--- config.mk ---
export PLATFORM = sky130hd
export DESIGN_NAME = multicycle_controller
export DESIGN_NICKNAME = d
export VERILOG_FILES = /design/src/rtl/multicycle_controller.sv
export SDC_FILE = /design/constraint.sdc
export NUM_CORES = 1
export LEC_CHECK = 0
export ABC_AREA = 0
export CORE_MARGIN = 5
export CORE_UTILIZATION = 39
export DETAILED_ROUTE_END_ITERATION = 8
export GPL_TIMING_DRIVEN = 0
export PLACE_DENSITY = 0.78
export SETUP_SLACK_MARGIN = 0.5
export SLEW_MARGIN = 40
export SYNTH_ARGS = -nofsm -noshare
export SYNTH_HDL_FRONTEND = slang
export SYNTH_SLANG_ARGS = --single-unit
--- constraint.sdc ---
create_clock -name clk -period 2 [get_ports clk]
set_input_delay 0.4 -clock clk [delete_from_list [all_inputs] [get_ports clk]]
set_output_delay 0.4 -clock clk [all_outputs]
set_load 0.01 [all_outputs]
--- src/rtl/multicycle_controller.sv ---
// Sequencing FSM for the multi-cycle RISC-V core: one state register, with
// mux selects and write strobes decoded from the current state, IR fields and ALU flags.
module multicycle_controller (
  input  logic       clk,
  input  logic       rst,
  input  logic [6:0] opc,
  input  logic [2:0] f3,
  input  logic       zero,
  input  logic       neg,
  input  logic       mem_ready,
  output logic       PC_write,
  output logic       IR_write,
  output logic       adr_src,
  output logic       mem_write,
  output logic       reg_write,
  output logic [1:0] ALU_src_A,
  output logic [1:0] ALU_src_B,
  output logic [1:0] ALU_op,
  output logic [1:0] result_src,
  output logic [2:0] imm_src,
  output logic       instr_done,
  output logic       illegal
);

  localparam logic [6:0] OP_LW   = 7'b0000011;
  localparam logic [6:0] OP_SW   = 7'b0100011;
  localparam logic [6:0] OP_R    = 7'b0110011;
  localparam logic [6:0] OP_I    = 7'b0010011;
  localparam logic [6:0] OP_BT   = 7'b1100011;
  localparam logic [6:0] OP_JAL  = 7'b1101111;
  localparam logic [6:0] OP_JALR = 7'b1100111;
  localparam logic [6:0] OP_LUI  = 7'b0110111;

  typedef enum logic [3:0] {
    S_FETCH, S_DECODE, S_MEM_ADR, S_MEM_READ, S_MEM_WB, S_MEM_WRITE, S_EXEC_R,
    S_EXEC_I, S_ALU_WB, S_BRANCH, S_JAL, S_JALR_ADR, S_JALR_J, S_LUI
  } state_t;

  state_t state, state_next;

  // NOTE: sequential state uses non-blocking assignment so every flop updates
  // from the values that existed before the edge.
  always_ff @(posedge clk or posedge rst) begin
    if (rst) state <= S_FETCH;
    else     state <= state_next;
  end

  always_comb begin
    // NOTE: every output gets a default before the case, so no path leaves a
    // value unassigned and no latch is inferred.
    state_next = S_FETCH;
    PC_write   = 1'b0;
    IR_write   = 1'b0;
    adr_src    = 1'b0;
    mem_write  = 1'b0;
    reg_write  = 1'b0;
    ALU_src_A  = 2'b00;
    ALU_src_B  = 2'b00;
    ALU_op     = 2'b00;
    result_src = 2'b00;
    instr_done = 1'b0;
    illegal    = 1'b0;

    case (opc)
      OP_SW:   imm_src = 3'b001;
      OP_BT:   imm_src = 3'b010;
      OP_LUI:  imm_src = 3'b011;
      OP_JAL:  imm_src = 3'b100;
      default: imm_src = 3'b000;
    endcase

    case (state)
      S_FETCH: begin
        ALU_src_B  = 2'b10;
        result_src = 2'b10;
        IR_write   = mem_ready;
        PC_write   = mem_ready;
        state_next = mem_ready ? S_DECODE : S_FETCH;
      end
      S_DECODE: begin
        ALU_src_A = 2'b01;
        ALU_src_B = 2'b01;
        case (opc)
          OP_LW, OP_SW: state_next = S_MEM_ADR;
          OP_R:         state_next = S_EXEC_R;
          OP_I:         state_next = S_EXEC_I;
          OP_BT:        state_next = S_BRANCH;
          OP_JAL:       state_next = S_JAL;
          OP_JALR:      state_next = S_JALR_ADR;
          OP_LUI:       state_next = S_LUI;
          default: begin
            illegal    = 1'b1;
            instr_done = 1'b1;
            state_next = S_FETCH;
          end
        endcase
      end
      S_MEM_ADR: begin
        ALU_src_A  = 2'b10;
        ALU_src_B  = 2'b01;
        state_next = (opc == OP_SW) ? S_MEM_WRITE : S_MEM_READ;
      end
      S_MEM_READ: begin
        adr_src    = 1'b1;
        state_next = mem_ready ? S_MEM_WB : S_MEM_READ;
      end
      S_MEM_WB: begin
        result_src = 2'b01;
        reg_write  = 1'b1;
        instr_done = 1'b1;
      end
      S_MEM_WRITE: begin
        adr_src    = 1'b1;
        mem_write  = 1'b1;
        instr_done = mem_ready;
        state_next = mem_ready ? S_FETCH : S_MEM_WRITE;
      end
      S_EXEC_R: begin
        ALU_src_A  = 2'b10;
        ALU_op     = 2'b10;
        state_next = S_ALU_WB;
      end
      S_EXEC_I: begin
        ALU_src_A  = 2'b10;
        ALU_src_B  = 2'b01;
        ALU_op     = 2'b11;
        state_next = S_ALU_WB;
      end
      S_ALU_WB: begin
        reg_write  = 1'b1;
        instr_done = 1'b1;
      end
      S_BRANCH: begin
        ALU_src_A  = 2'b10;
        ALU_op     = 2'b01;
        instr_done = 1'b1;
        case (f3)
          3'b000:  PC_write = zero;
          3'b001:  PC_write = ~zero;
          3'b100:  PC_write = neg;
          3'b101:  PC_write = ~neg;
          default: PC_write = 1'b0;
        endcase
      end
      S_JAL, S_JALR_J: begin
        ALU_src_A  = 2'b01;
        ALU_src_B  = 2'b10;
        PC_write   = 1'b1;
        state_next = S_ALU_WB;
      end
      S_JALR_ADR: begin
        ALU_src_A  = 2'b10;
        ALU_src_B  = 2'b01;
        state_next = S_JALR_J;
      end
      S_LUI: begin
        result_src = 2'b11;
        reg_write  = 1'b1;
        instr_done = 1'b1;
      end
      default: ;
    endcase

    // The state already reads FETCH during reset; only the strobes need masking.
    if (rst) begin
      PC_write   = 1'b0;
      IR_write   = 1'b0;
      mem_write  = 1'b0;
      reg_write  = 1'b0;
      instr_done = 1'b0;
      illegal    = 1'b0;
    end
  end

endmodule

==> results.cfg <==
[timing]
slew_violations = 0
fin_crit_ps = 2110
fin_ws_ps = -107
finalCritPeriodShare = 1.05
rsz0062_at_grt = true
timing.hold.ws_ps = 406
setup_viol = 6
clock_skew_ps = 3.35
tightest_slew_ps = 429
final_hold_viol_count = 0
slew_headroom = 0.710
fmax_mhz = 475

[critical_path]
start_kind = register
crit_path_max_fanout = 6
worstSetupPathType = register to output pin
worstRegToRegCells = 6
cp.arrival_ps = 1710
end_kind = output pin
required_ps = 1600
ff2ff_setup_slack_ps = 110
worstReg2RegEnd = state[2]
worstReg2RegStart = state[2]

[die]
die_y_microns = 51.4
ios = 33
rows = 15
die_area_sq_um = 2640
coreArea_sq_um = 1670
die_w_microns = 51.4
initial_core_util = 0.400

[finish]
area_delta_synth_final_pct = 130
fin_cells = 184
top_regs = state: 4 flops
largest_reg_flops = 4
drive_above_1_share = 0.629
largest-register = state
n_antenna_cell = 0
final_cell_mix = buf_4, buf_2, buf_6, nand2_1, nor2_1
final_net_count = 184
final_common_cell = buf_4

[yosys]
synth_cells = 99
synth_mux_area_frac = 0.0300
synth-seq-area-share = 0.150
synth_seq_cells = 4
yosys.area.top_type = dfrtp_1
yosysTopAreaCellShare = 0.150
yosys.area_share.simple = 0.410
synthArstFlopShare = 1.00
synth_edf_count = 0
yosys_warnings = 0
synth_compound_area_frac = 0.247
syn_area_per_cell_sq_um = 6.75
netlist_area_sq_um = 668
dominantRegCellSynth = dfrtp_1
synthDistinctLibCells = 34
synthAdderAreaFrac = 0
synth_xor_area_frac = 0.0787
synth_top_family_by_area = simple AND/OR/NAND/NOR gates
synthTopCellsByArea = dfrtp_1, a21oi_1, o21ai_0
syn_nets = 114

[global_route]
grt_first_pass_wirelength_mm = 4.31
grt_pass1_vias = 996
grt_max_degree = 11
antenna_found_initial = 0
grt-ovfl-total = 0
track_usage = 0.215

[cts]
cts_buffer_depth = 2
clk_latency_ps = 240
clock-sinks = 4
root_buffer = clkbuf_4
cts_buffers = 3
clkTransAtPathRegs_ps = 40
cts_tree = built
htreeDepth = 1

[pwr]
intPower_mw = 0.399
peakVddDrop_uv = 315
total_power_mw = 0.683
switchingPower_mw = 0.283
p_comb_frac = 0.709
power_density_nw_per_um2 = 444
p_leak_nw = 0.707
swShare = 0.415
p_clk_frac = 0.154
pwr-share-seq = 0.136

[routing]
finalWirelength_mm = 3.77
first_pass_iters = 4
via_count = 1126
drt_iter0_markers = 32
drc = 0
vias_per_cell = 6.12
drtAntennaViolNets = 0
routedWlPerCell_microns = 20.5

[placed_design]
dp_hpwl_mm = 1.68
place_inst = 148
io_buffers = 32
gp_congestion = 0.842

[flow_run]
cap_viol_max_count = 0

[run_status]
violations = negative setup slack
outcome = finished with violations

[worst_hold_path]
worstHoldPathType = input port to asynchronous set/reset pin
==> worst max path at each step <==
stage | start | to | depth (start not counted)
6_report | state[2] | result_src[1] | 6
2_1_floorplan | state[2] | instr_done | 3
3_5_place_dp | opc[4] | instr_done | 6
4_1_cts | state[2] | instr_done | 4
3_3_place_gp | opc[4] | instr_done | 6
5_1_grt | state[2] | ALU_src_B[0] | 9
==> per-layer routing <==
metal  GRT usage  routed length (microns)
met1       0.211                     1460
met2       0.413                     1880
met3      0.0292                      238
met4       0.131                      187
met5           0                        0
==> power by group through the flow <==
| stage | Combinational (mW) | Sequential [mW] | Clock [mW] |
|---|---|---|---|
| after global placement | 0.309 | 0.0949 | 0 |
| after CTS | 0.348 | 0.0930 | 0.101 |
| after floorplan | 0.177 | 0.0937 | 0 |
| after global routing | 0.507 | 0.0936 | 0.110 |
| final | 0.484 | 0.0931 | 0.105 |
| after detailed placement | 0.313 | 0.0950 | 0 |
==> Yosys cell counts, drive strengths merged, types with 4 or more instances <==
master and number:
nand2 9, nor4 4, dfrtp 4, o21ai 9, nor2 9, buf 5
inv 4, nand3 4, nor3 4, a21oi 9, nand2b 5, xor2 5
==> final cells by class <==
type / count / area, sq um
multi-input cells: 84 / 738
repair buffers: 65 / 529
fillers: 67 / 133
plain buffers: 7 / 103
flip-flops and latches: 4 / 101
clock buffers: 3 / 22.5
inverters: 4 / 22.5
well taps: 17 / 21.3
==> metrics by stage <==
step / util / worst slack, ps / area (sq um) / setup TNS (ps)
after floorplan: - / 228 / 724 / 0
after global placement: 0.638 / -739 / 1070 / -4330
after detailed placement: 0.638 / -758 / 1070 / -4630
after CTS: 0.751 / -74.3 / 1250 / -108
after global routing: 0.921 / -143 / 1540 / -824
final: 0.921 / -107 / 1540 / -438
==> kinds of logic after synthesis <==
| logic type | count (synthesis) |
|---|---|
| mux | 2 |
| compound gates | 27 |
| simple gates | 49 |
| flops | 4 |
| buf+inv | 11 |
| xor+xnor | 6 |
==> what timing repair did <==
action	in CTS	in global routing
pin swaps	13	14
hold buffers	0	0
buffers inserted	12	21
cloned	0	0
gates resized for setup	145	42
setup endpoints to repair	22	22
==> critical path: stages, from the launching register on <==
cell	delay (ps)
dfrtp_1	370
buf_6	120
buf_12	120
buf_4	150
or3_4	370
a21oi_2	170
buf_2	170
Power figures use the tool's default switching activity.
